File: src/rtl/rs_issue_sched.sv
// rtl/rs_issue_sched.sv - dispatch/issue/flush controller for a reservation station bank
//
// Ports:
//   clk, rst            clock, asynchronous active-high reset
//   disp_valid          front end offers an op
//   disp_ready          bank can accept an op this cycle
//   disp_sel            one-hot free station chosen for the dispatched op
//   rs_full, rs_ready   per-station occupied / operands-resolved flags
//   fu_ready            functional unit can take an op this cycle
//   iss_valid           an op issues this cycle
//   iss_grant           one-hot station released to the FU
//   fu_done             FU retires one op this cycle
//   flush               flush request (pulse or level)
//   rs_clear            one-cycle bank-wide clear
//   inflight            outstanding FU op count
//   busy                flush sequence in progress
//   err                 sticky: retire seen with nothing in flight
module rs_issue_sched #(
    parameter int NUM_RS       = 4,
    parameter int MAX_INFLIGHT = 2,
    parameter int CNT_W        = 2
) (
    input  logic              clk,
    input  logic              rst,
    input  logic              disp_valid,
    output logic              disp_ready,
    output logic [NUM_RS-1:0] disp_sel,
    input  logic [NUM_RS-1:0] rs_full,
    input  logic [NUM_RS-1:0] rs_ready,
    input  logic              fu_ready,
    output logic              iss_valid,
    output logic [NUM_RS-1:0] iss_grant,
    input  logic              fu_done,
    input  logic              flush,
    output logic              rs_clear,
    output logic [CNT_W-1:0]  inflight,
    output logic              busy,
    output logic              err
);

    localparam int PTR_W = (NUM_RS > 1) ? $clog2(NUM_RS) : 1;

    typedef enum logic [1:0] {
        S_RUN,
        S_DRAIN,
        S_CLEAR
    } state_t;

    state_t             state;
    logic [PTR_W-1:0]   ptr;
    logic [NUM_RS-1:0]  free_sel;
    logic               free_hit;
    logic [NUM_RS-1:0]  cand;
    logic [NUM_RS-1:0]  grant_vec;
    logic [PTR_W-1:0]   grant_idx;
    logic               grant_hit;
    logic               run_ok;
    logic [CNT_W-1:0]   inflight_nxt;

    // Outputs are gated with rst so they read as idle while reset is held,
    // even though some of them are otherwise driven by live inputs.
    assign run_ok = ~rst & (state == S_RUN) & ~flush;

    // Lowest-index free station. A station being issued this cycle is still
    // marked full by the bank, so it is never offered for dispatch.
    always_comb begin
        free_sel = '0;
        free_hit = 1'b0;
        for (int i = 0; i < NUM_RS; i++) begin
            if (!rs_full[i] && !free_hit) begin
                free_sel[i] = 1'b1;
                free_hit    = 1'b1;
            end
        end
    end

    assign disp_ready = run_ok & ~&rs_full;
    assign disp_sel   = (disp_valid && disp_ready) ? free_sel : '0;

    // Round-robin search starting at ptr and wrapping past the top index.
    assign cand = rs_ready & rs_full;

    always_comb begin
        int idx;
        grant_vec = '0;
        grant_idx = '0;
        grant_hit = 1'b0;
        for (int i = 0; i < NUM_RS; i++) begin
            idx = int'(ptr) + i;
            if (idx >= NUM_RS) idx = idx - NUM_RS;
            if (!grant_hit && cand[idx]) begin
                grant_hit      = 1'b1;
                grant_vec[idx] = 1'b1;
                grant_idx      = PTR_W'(idx);
            end
        end
    end

    assign iss_valid = run_ok & fu_ready & (inflight < CNT_W'(MAX_INFLIGHT)) & grant_hit;
    assign iss_grant = iss_valid ? grant_vec : '0;

    // Simultaneous issue and retire cancel out; a retire at zero saturates.
    always_comb begin
        inflight_nxt = inflight;
        case ({iss_valid, fu_done})
            2'b10:   inflight_nxt = inflight + CNT_W'(1);
            2'b01:   inflight_nxt = (inflight == '0) ? '0 : inflight - CNT_W'(1);
            default: inflight_nxt = inflight;
        endcase
    end

    assign rs_clear = ~rst & (state == S_CLEAR);
    assign busy     = ~rst & (state != S_RUN);

    always_ff @(posedge clk or posedge rst) begin
        if (rst) begin
            state    <= S_RUN;
            ptr      <= '0;
            inflight <= '0;
            err      <= 1'b0;
        end else begin
            inflight <= inflight_nxt;
            if (fu_done && inflight == '0) err <= 1'b1;
            if (iss_valid) begin
                ptr <= (grant_idx == PTR_W'(NUM_RS - 1)) ? '0 : grant_idx + 1'b1;
            end
            case (state)
                S_RUN:   if (flush) state <= S_DRAIN;
                // Uses the post-retire count so the last fu_done moves us on
                // in the same cycle it arrives.
                S_DRAIN: if (inflight_nxt == '0) state <= S_CLEAR;
                S_CLEAR: state <= S_RUN;
                default: state <= S_RUN;
            endcase
        end
    end

endmodule
File: config.mk
export PLATFORM = sky130hd
export DESIGN_NAME = rs_issue_sched
export DESIGN_NICKNAME = d
export VERILOG_FILES = /design/src/rtl/rs_issue_sched.sv
export SDC_FILE = /design/constraint.sdc
export NUM_CORES = 1
export LEC_CHECK = 0
export ABC_AREA = 1
export BUFFER_PORTS_ARGS = -buffer_cell sky130_fd_sc_hd__buf_2
export CORE_MARGIN = 1
export CORE_UTILIZATION = 55
export CTS_CLUSTER_SIZE = 24
export DETAILED_ROUTE_END_ITERATION = 8
export HOLD_SLACK_MARGIN = 0.03
export MAX_ROUTING_LAYER = met4
export PLACE_DENSITY_LB_ADDON = 0.1
export SLEW_MARGIN = 0
export SYNTH_ARGS = -nofsm -noshare
export SYNTH_HDL_FRONTEND = slang
export SYNTH_SLANG_ARGS = --single-unit
File: constraint.sdc
create_clock -name clk -period 7.61 [get_ports clk]
set_input_delay 0.3805 -clock clk [delete_from_list [all_inputs] [get_ports clk]]
set_output_delay 0.3805 -clock clk [all_outputs]
set_load 0.01 [all_outputs]
Word-level counts from Yosys, hierarchy flattened
Cells that the tools add are included.
- bits in registers: 7
- logic and storage cells: 125
- output and inout port bits: 15
- bits of input ports: 14
- order comparisons: 13
- eq/ne operators: 7
- multiplexer cells: 50
- add/subtract/negate cells: 10
- bitwise gates (word level): 14
- reductions and logical operators: 27
- operator list (kind ; number):
    32-bit by 1-bit >= comparator with 1-bit output (second input constant) ; 4
    32-bit by 4-bit less-than comparator with 1-bit output (second input constant) ; 4
    32-bit 2-to-1 mux ; 4
    4-bit 2-to-1 mux ; 6
    1-bit 2-to-1 mux ; 22
    2-bit 2-to-1 mux ; 8
    1-bit logical AND ; 12
    4-bit bitwise OR ; 3
    3-bit by 3-bit subtractor with 4-bit output (second input constant) ; 3
    3-bit >= comparator (second input constant) ; 3
    1-bit logical NOT ; 9
    1-bit AND ; 8
    1-bit binary-select mux with 2-bit select ; 4
    1-bit demux with 2-bit select ; 4
    2-bit one-hot mux with 2 select lines ; 2
    2-bit by 2-bit adder with 3-bit output (second input constant) ; 2
    2-bit == test (second input constant) ; 3
    2-bit logical NOT ; 3
    2-bit by 1-bit adder with 2-bit output (second input constant) ; 2
    4-bit AND ; 1
    2-bit by 1-bit == test with 1-bit output (second input constant) ; 2
    2-bit inequality test (second input constant) ; 2
    4-bit AND reduction ; 1
    2-bit by 3-bit subtractor with 4-bit output (second input constant) ; 1
    other kinds (7) ; 8

Logic depth before layout (Yosys ltp)
Gate-level depths: netlist of the first run.
- depth in word-level cells: 21
- gate-level depth with buffers: 18
- gate-level depth less buffers: 16

Least setup slack after synthesis of the first run
OpenSTA, ideal clock, no wires.
- path kind: register to register
- start: register (tool-made name)
- end: register state[0]
- slack: 4.857 ns
- data required time: 7.515 ns
- stages on the path, launching flop included: 16
- clock period less this slack: 2.753 ns
- arrival time: 2.657 ns
- path buffers: 2
- cells stage by stage: dfrtp_1 -> buf_6 -> inv_4 -> buf_6 -> ha_1 -> inv_1 -> nand3_2 -> nand2_4 -> nand2_4 -> nor2_8 -> a21boi_4 -> inv_2 -> ha_1 -> a22oi_1 -> nor2_1 -> o31ai_1
- RTL lines (what ; RTL line ; RTL):
    end signal, assigned ; 117 ; state <= S_RUN;
    end signal, assigned ; 128 ; S_RUN: if (flush) state <= S_DRAIN;
    end signal, assigned ; 131 ; S_DRAIN: if (inflight_nxt == '0) state <= S_CLEAR;
    end, declared ; 49 ; state_t state;

==> metrics.txt, run 1 <==
port bufs 28; Setup CP Type register to register; drt first pass iters 4; CTS resizes 0; Max Cap Viol 0; peak supply drop 0.2330 mV; Initial Util 60.70%; Ant. Diodes 0; multi-input logic area 807.0 µm²; # rows 15; Post-CTS Hold Fix Bufs 0; htree depth 1; R2R setup slack 4.58 ns; kind of end point of the critical path register; met1 Use GR 30.19%; WL/cell 11.77 µm; num ports 29; Hold Vio Cnt, Final 0; DRT Wirelength 2449 µm; Final Util 70.53%; WP data required 7.75 ns; Tightest Hold Check Type primary input to async pin; sequential fraction of the synthesis area 16.18%; post-synthesis cell area 1082 µm²; worst-path cell chain inv_4, ha_1, inv_1, nand3_2, nand2_4, nand2_4, nor2_8, a21boi_4, inv_2, ha_1, inv_1, nand3_1, o21ai_0, inv_1, nor4_1; CP Max Fanout 16; Seq. cell area 175.2 µm²; Final min period 3.027 ns; GPL Wtd Cong 0.9202; die area 2149 µm²; worst-margin pin slew 0.4400 ns; Final ANT Viol Nets 0; clock sinks 7; synth top area cells dfrtp_1 (16%), ha_1 (15%), nand2_1 (13%); Relative slew margins 70.67%; postcts setup bufs 0; # setup viols final 0; first-pass GRT wire length 4057 µm; Worst Path Arrival 3.16 ns; synthesized flop and latch total 7; crit path max-delay cell type dfrtp_1; drt via density 5.361; layout cell share with drive strength beyond 1 30.60%; CTS tree built; DRC viols 0; Final HPWL DP 2090 µm; Setup Total Neg Slack 0 ns; GR peak layer met2; antenna violations before repair 0; reg2reg end state[1]$_DFFE_PP0P_; die height 46.36 µm; max-slew violations 0; number of global-route vias before repair 1,001; CP peak stage delay 0.61 ns; run status finished, final reports clean; final net count 211; top-area cell type share of the netlist area 16.18%; Synth Instances 153; core area 1783 µm²; Root Buffer clkbuf_4; met3 usage 1.569%; reg2reg path depth 15; Netlist cell types 27; Power Density 350.5 nW/µm²; CP most frequent cell inv_1; worst slack at placement 4.584 ns; total CTS buffers 3; Die X 46.36 µm; Max Root-Sink Buffers 2; YS warnings 0; clk_lat worst skew 0.25 ns; Fill cells 171; CP startpoint kind register; global-route usage over all layers 26.30%; final total power 0.4408 mW; clk_skew 0.008735 ns; syn nets 180; via count 1,115; Peak Freq 0.3304 GHz; drt initial violations 41; Overflow after GRT 0; min setup slack post-route 4.583 ns; area leader, netlist dfrtp_1; GR Util met2 48.61%; Static Leakage 0.6867 nW; pin count of the biggest net entering global routing 17; syn_area_per_cell 7.074 µm²; Clk pin slew, worst setup/hold paths 0.06 ns; P&R area growth vs syn 16.19%; fin crit share 39.78%; unrepaired setup endpoints after global routing false
[cell families (layout without fill, tap and decap cells)]
kind of cell	Yosys count	in the layout	synth area share (%)
AOI/OAI and AO/OA	21	21	13.18
DFF	7	7	16.19
and+or+nand+nor	90	90	46.36
adders and majority gates	13	13	15.03
buffers and inverters	22	52	9.248
[critical path: cells and delay by family, from the launching register on]
kind	cells	cell delay (ns)
buffers and inverters	5	0.59
flip-flops	1	0.61
AND/OR/NAND/NOR	6	0.63
adder cells (fa/ha/maj)	2	0.84
AO/OA/AOI/OAI	2	0.26
[cells in the final DEF (no fill, tap or decap), types with 4 or more instances in the layout]
master    n
nand3_1  20
buf_2    28
dfrtp_1   7
inv_1    15
nand2_1  38
a21oi_1  11
nand3_2   6
nor2_1    9
ha_1     13
inv_2     4
nand2_2   5
nand2_4   4
[report_power, final]
group	switching, mW	internal, mW	leakage (nW)	total (mW)
Clock	0.0132	0.0200	0.0150	0.0332
Combinational	0.222	0.113	0.590	0.335
Sequential	0.0237	0.0490	0.0818	0.0727
[synthesized netlist by cell type]
library cell  number
a21o_1             1
o21ai_0            3
ha_1              13
nor3_1             1
nand3b_1           1
nor4_1             1
inv_2              4
inv_1             15
nor2_8             1
a21boi_4           1
nand2_4            4
a22oi_1            1
nand3_2            6
nor3b_1            2
nand3_1           20
o31ai_1            1
a21oi_1           11
nand3_4            2
dfrtp_1            7
o21ai_4            1
o22ai_1            1
a41oi_1            1
nand2_1           38
nor2_1             9
nand2_2            5
inv_4              1
buf_6              2
[per-layer routing]
layer	wire length, µm	part of all wire [%]	up-vias
li1	-	-	564
met1	1050	43	523
met2	1316	54	24
met3	63	2.6	4
met4	18	0.73	0
met5	0	0	-
[final cells by class]
cell class	count	share of cell area (%)
sequential	7	13.93
multi-input combinational	124	64.18
timing repair buffer	28	11.14
inverter	20	6.169
clock buffer	4	2.090
tap	25	2.488
[metrics by stage]
step | hold slack, ns | std cells | instance area [µm²]
after floorplan | 0.2001 | 153 | 1082
after global placement | 0.3458 | 204 | 1231
after detailed placement | 0.3540 | 204 | 1231
after CTS | 0.08818 | 208 | 1257
after global routing | 0.1035 | 208 | 1257
final | 0.07927 | 208 | 1257
[how the worst max path moves through the flow]
stage	start	to	slack, ns	cells after the start
CTS	register	state[1]$_DFFE_PP0P_	4.57	15
global route	register	state[0]$_DFFE_PP0P_	4.36	16
floorplan	register	state[0]$_DFFE_PP0P_	4.86	15
global placement	register	state[0]$_DFFE_PP0P_	4.75	13
finish	register	state[1]$_DFFE_PP0P_	4.58	15
detailed placement	register	state[0]$_DFFE_PP0P_	4.58	13
No activity file was read; power rests on OpenSTA's default activity.
==> run 2, diff against run 1 <==
--- a/config.mk
+++ b/config.mk
@@ -8,7 +8,7 @@
 export ABC_AREA = 1
 export BUFFER_PORTS_ARGS = -buffer_cell sky130_fd_sc_hd__buf_2
 export CORE_MARGIN = 1
-export CORE_UTILIZATION = 55
+export CORE_UTILIZATION = 52
 export CTS_CLUSTER_SIZE = 24
 export DETAILED_ROUTE_END_ITERATION = 8
 export HOLD_SLACK_MARGIN = 0.03
==> constraint.sdc (replaced) <==
create_clock -name clk -period 3 [get_ports clk]
set_input_delay 0.15 -clock clk [delete_from_list [all_inputs] [get_ports clk]]
set_output_delay 0.15 -clock clk [all_outputs]
set_load 0.01 [all_outputs]
==> metrics.txt, run 2 (synthesis gave the netlist of run 1 again) <==
P&R area growth vs syn 20.23%; antenna violations before repair 0 (unchanged); CTS tree built; Ant. Diodes 0 (unchanged); WP data required 3.16 ns (-4.59 ns); commonest non-fill, non-tap cell in the layout nand2_1; Setup Total Neg Slack 0 ns (unchanged); kind of end point of the critical path register; final net count 216 (+2.4%); most frequent cells in the layout nand2_1 (38), buf_2 (28), nand3_1 (20); GPL Wtd Cong 0.9146 (-0.61%); reg2reg start ptr[1]$_DFFE_PP0P_; unrepaired setup endpoints after global routing false; DRC viols 0 (unchanged); total CTS buffers 3 (unchanged); Setup CP Type register to register; htree depth 1 (unchanged); Internal Power 0.4827 mW (+160%); global-route usage over all layers 24.42% (-1.9 points); Power Density 875.4 nW/µm² (+150%); combinational fraction of design power 78.8% (+2.8 points); die height 47.62 µm (+2.7%); first-pass GRT wire length 3781 µm (-6.8%); num ports 29 (unchanged); postcts setup bufs 0 (unchanged); die area 2268 µm² (+5.5%); Static Leakage 0.7137 nW (+3.9%); Final min period 2.592 ns (-0.4354 ns); worst-margin pin slew 0.3220 ns (-0.1179 ns); Hold Startpoint flush; pin count of the biggest net entering global routing 16 (-1); clk_lat worst skew 0.26 ns (about the same); CP most frequent cell inv_1; fin crit share 86.39% (+47 points); port bufs 28 (unchanged); Post-CTS Hold Fix Bufs 1 (+1); # setup viols final 0 (unchanged); DRT Wirelength 2480 µm (+1.3%); Die X 47.62 µm (+2.7%); Max Root-Sink Buffers 2 (unchanged); Overflow after GRT 0 (unchanged); max-slew violations 0 (unchanged); Tightest Hold Check Type primary input to register; clock sinks 7 (unchanged); Initial Util 55.17% (-5.5 points); drt via density 5.237 (-2.3%); Peak Freq 0.3859 GHz (+17%); worst-path cell chain inv_2, ha_1, inv_1, nand3_2, nand2_4, nand2_4, nor2_8, a21boi_4, inv_2, ha_1, inv_1, o21ai_0, inv_1, nor4_1; switching part of the total 57.63% (-1.0 points); Clk pin slew, worst setup/hold paths 0.06 ns (about the same); Final ANT Viol Nets 0 (unchanged); via count 1,126 (+0.99%); clock power share 7.8% (+0.3 points); number of global-route vias before repair 933 (-6.8%); # rows 16 (+1); clk_skew 0.004970 ns (-0.003765 ns); WL/cell 11.53 µm (-2.0%); Relative slew margins 78.51% (+7.8 points); part of the power in registers 13.4% (-3.1 points); Final HPWL DP 2012 µm (-3.7%); Final Util 66.33% (-4.2 points); Max Cap Viol 0 (unchanged); layout cell share with drive strength beyond 1 32.45% (+1.8 points); CP startpoint kind register; drt initial violations 26 (-37%); drt first pass iters 4 (unchanged); peak supply drop 0.5654 mV (+140%); Hold Vio Cnt, Final 0 (unchanged); Psw 0.6564 mW (+150%); core area 1962 µm² (+10%); Worst Path Arrival 2.75 ns (-0.41 ns); Root Buffer clkbuf_4; Critical Path Source ptr[1]$_DFFE_PP0P_; crit path max-delay cell type ha_1; CTS resizes 0 (unchanged); CP peak stage delay 0.48 ns (-0.13 ns); CP Max Fanout 7 (-9); run status finished, final reports clean
[run 2: critical path, delay by kind of cell, from the launching register on]
kind | cells | cell delay (ns)
AO/OA/AOI/OAI | 2 | 0.34
adder cells (fa/ha/maj) | 2 | 0.80
buffers and inverters | 5 | 0.46
flip-flops | 1 | 0.35
AND/OR/NAND/NOR | 5 | 0.54
[run 2: path summary, 6_finish.rpt]
check / to / slack, ns / cells past startpoint
setup reg to reg: state[1]$_DFFE_PP0P_ / 0.41 / 14
min in group asynchronous: ptr[1]$_DFFE_PP0P_ / 0.41 / 3
max in group asynchronous: inflight[1]$_DFF_PP0_ / 2.34 / 3
hold / removal: state[0]$_DFFE_PP0P_ / 0.11 / 3
hold reg to reg: err$_DFFE_PP0P_ / 0.45 / 1
setup / recovery: state[1]$_DFFE_PP0P_ / 0.41 / 14
[run 2: power groups by stage]
| stage | Sequential [mW] | Combinational, mW | Clock (mW) |
|---|---|---|---|
| 6_report | 0.153 | 0.897 | 0.0893 |
| 5_1_grt | 0.158 | 0.999 | 0.0935 |
| 4_1_cts | 0.153 | 0.895 | 0.0905 |
| 3_5_place_dp | 0.154 | 0.890 | 0 |
| 3_3_place_gp | 0.153 | 0.868 | 0 |
| 2_1_floorplan | 0.164 | 0.711 | 0 |
[run 2: final cells by class]
cell class              instances  area, µm²
well taps                      27      33.78
repair buffers                 33      180.2
inverters                      20      77.57
flip-flops and latches          7      175.2
fillers                       193      660.6
clock inverters                 1      5.005
clock buffers                   3      22.52
multi-input cells             124      807.0
[run 2: through the flow]
step | cell area, µm² | hold slack (ns) | setup WS, ns | total power, mW | instances
after floorplan | 1082 | -0.03036 | 0.2471 | 0.8752 | 153
after global placement | 1264 | 0.1257 | 0.5428 | 1.021 | 210
after detailed placement | 1264 | 0.1279 | 0.4530 | 1.044 | 210
after CTS | 1301 | 0.1095 | 0.4275 | 1.139 | 215
after global routing | 1301 | 0.1431 | 0.2173 | 1.251 | 215
final | 1301 | 0.1083 | 0.4084 | 1.139 | 215
[run 2: layer usage]
layer  track usage [%]  part of all wire, %
met1             28.05                   43
met2             42.47                   51
met3             2.642                  4.3
met4             11.11                  1.5
met5                 -                    0
==> run 3, diff against run 2 <==
--- a/config.mk
+++ b/config.mk
@@ -7,6 +7,7 @@
 export LEC_CHECK = 0
 export ABC_AREA = 1
 export BUFFER_PORTS_ARGS = -buffer_cell sky130_fd_sc_hd__buf_2
+export CORE_ASPECT_RATIO = 0.9
 export CORE_MARGIN = 1
 export CORE_UTILIZATION = 52
 export CTS_CLUSTER_SIZE = 24
@@ -18,3 +19,4 @@
 export SYNTH_ARGS = -nofsm -noshare
 export SYNTH_HDL_FRONTEND = slang
 export SYNTH_SLANG_ARGS = --single-unit
+export TNS_END_PERCENT = 30
==> metrics.txt, run 3 (synthesis gave the netlist of run 1 again) <==
Static Leakage 0.7056 nW (-1.1%); Initial Util 55.99% (+0.82 points); Final HPWL DP 2115 µm (+5.1%); Ant. Diodes 0 (unchanged); commonest non-fill, non-tap cell in the layout nand2_1; Final min period 2.642 ns (+0.05078 ns); die area 2268 µm² (about the same); final net count 215 (-0.46%); clk_skew 0.005603 ns (+0.0006325 ns); Peak Freq 0.3784 GHz (-1.9%); DRC viols 0 (unchanged); CP peak stage delay 0.48 ns (about the same); first-pass GRT wire length 4119 µm (+8.9%); most frequent cells in the layout nand2_1 (38), buf_2 (28), nand3_1 (20); crit path max-delay cell type ha_1; # setup viols final 0 (unchanged); layout cell share with drive strength beyond 1 31.55% (-0.90 points); DRT Wirelength 2498 µm (+0.73%); fin crit share 88.08% (+1.7 points); Seq. cell area 175.2 µm² (unchanged); Hold Vio Cnt, Final 0 (unchanged); # rows 15 (-1); Setup Total Neg Slack 0 ns (unchanged); Die X 50.09 µm (+5.2%); drt initial violations 26 (unchanged); CP startpoint kind register; Tightest Hold Check Type primary input to register; Fill cells 191 (-1.0%); CP most frequent cell inv_1; clk_lat worst skew 0.26 ns (about the same); Worst Path Arrival 2.79 ns (+0.04 ns); Relative slew margins 78.43% (about the same); Root Buffer clkbuf_4; peak supply drop 0.6068 mV (+7.3%); multi-input logic area 807.0 µm² (unchanged); dpl cells 207 (-1.4%); Setup CP Type register to register; num ports 29 (unchanged); Crit path max-delay family adder cells; Final ANT Viol Nets 0 (unchanged); Max Root-Sink Buffers 2 (unchanged); Clk pin slew, worst setup/hold paths 0.05 ns (about the same); Power Density 885.1 nW/µm² (+1.1%); pin count of the biggest net entering global routing 16 (unchanged); Overflow after GRT 0 (unchanged); Max Cap Viol 0 (unchanged); kind of end point of the critical path register; worst-margin pin slew 0.3235 ns (+0.001499 ns); port bufs 28 (unchanged); P&R area growth vs syn 19.19%; Buf+Inv Stages, Crit Path 5 (unchanged); global-route usage over all layers 24.40% (about the same); Layout Cells excl Fill 212 (-1.4%); unrepaired setup endpoints after global routing false; drt first pass iters 4 (unchanged); clock sinks 7 (unchanged); run status finished, final reports clean; CTS resizes 0 (unchanged); CTS tree built; die height 45.28 µm (-4.9%); via count 1,109 (-1.5%); CP Max Fanout 7 (unchanged); worst-path cell chain inv_2, ha_1, inv_1, nand3_2, nand2_4, nand2_4, nor2_8, a21boi_4, inv_2, ha_1, inv_1, nand3_1, o21ai_0, inv_1, nor4_1; total CTS buffers 3 (unchanged); postcts setup bufs 0 (unchanged); max-slew violations 0 (unchanged); number of global-route vias before repair 970 (+4.0%); antenna violations before repair 0 (unchanged); Post-CTS Hold Fix Bufs 1 (unchanged); final total power 1.142 mW (+0.24%); drt via density 5.231 (-0.12%); WL/cell 11.78 µm (+2.2%); WP data required 3.15 ns (about the same); GPL Wtd Cong 0.9198 (+0.57%); htree depth 1 (unchanged); Final Util 66.73% (+0.40 points); core area 1933 µm² (-1.5%)
[run 3: final cells by class]
class	instances	share of cell area, %
Inverter	20	6.014
Sequential cell	7	13.58
Multi-Input combinational cell	124	62.56
Tap cell	25	2.425
Clock buffer	4	2.037
Timing Repair Buffer	32	13.39
[run 3: metal layers]
layer | part of all wire, % | GRT usage (%) | vias to the layer above
met5 | 0 | - | -
met4 | 0.84 | 5.143 | 0
met3 | 3.0 | 2.020 | 3
met2 | 50 | 44.00 | 18
met1 | 46 | 29.82 | 512
li1 | - | - | 576
[run 3: where the power goes]
group          total (mW)  switching, mW  internal [mW]
combinational       0.900          0.590          0.310
sequential          0.153         0.0284          0.125
clock              0.0881         0.0372         0.0509
[run 3: metrics by stage]
| step | worst slack (ns) | hold slack (ns) | instance area (µm²) |
|---|---|---|---|
| finish | 0.3576 | 0.1168 | 1290 |
| floorplan | 0.2471 | -0.03036 | 1082 |
| CTS | 0.3578 | 0.1156 | 1290 |
| global placement | 0.4597 | 0.1206 | 1254 |
| global route | 0.1059 | 0.1361 | 1290 |
| detailed placement | 0.3762 | 0.1315 | 1254 |
[run 3: worst paths after layout]
kind                                    start                     to  slack [ns]  cells past startpoint
max in group asynchronous                 rst              async pin        2.36                      3
min                                     flush   state[0]$_DFFE_PP0P_        0.12                      3
max reg2reg                ptr[1]$_DFFE_PP0P_   state[1]$_DFFE_PP0P_        0.36                     15
min reg2reg                   err$_DFFE_PP0P_        err$_DFFE_PP0P_        0.45                      1
max                        ptr[1]$_DFFE_PP0P_   state[1]$_DFFE_PP0P_        0.36                     15
min in group asynchronous                 rst  inflight[1]$_DFF_PP0_        0.40                      3
[run 3: worst register-to-register path, cell delays in order (launching register included)]
cell	delay, ns
dfrtp_1	0.35
inv_2	0.08
ha_1	0.48
inv_1	0.14
nand3_2	0.11
nand2_4	0.07
nand2_4	0.09
nor2_8	0.05
a21boi_4	0.19
inv_2	0.09
ha_1	0.33
inv_1	0.08
nand3_1	0.07
o21ai_0	0.07
inv_1	0.09
nor4_1	0.23
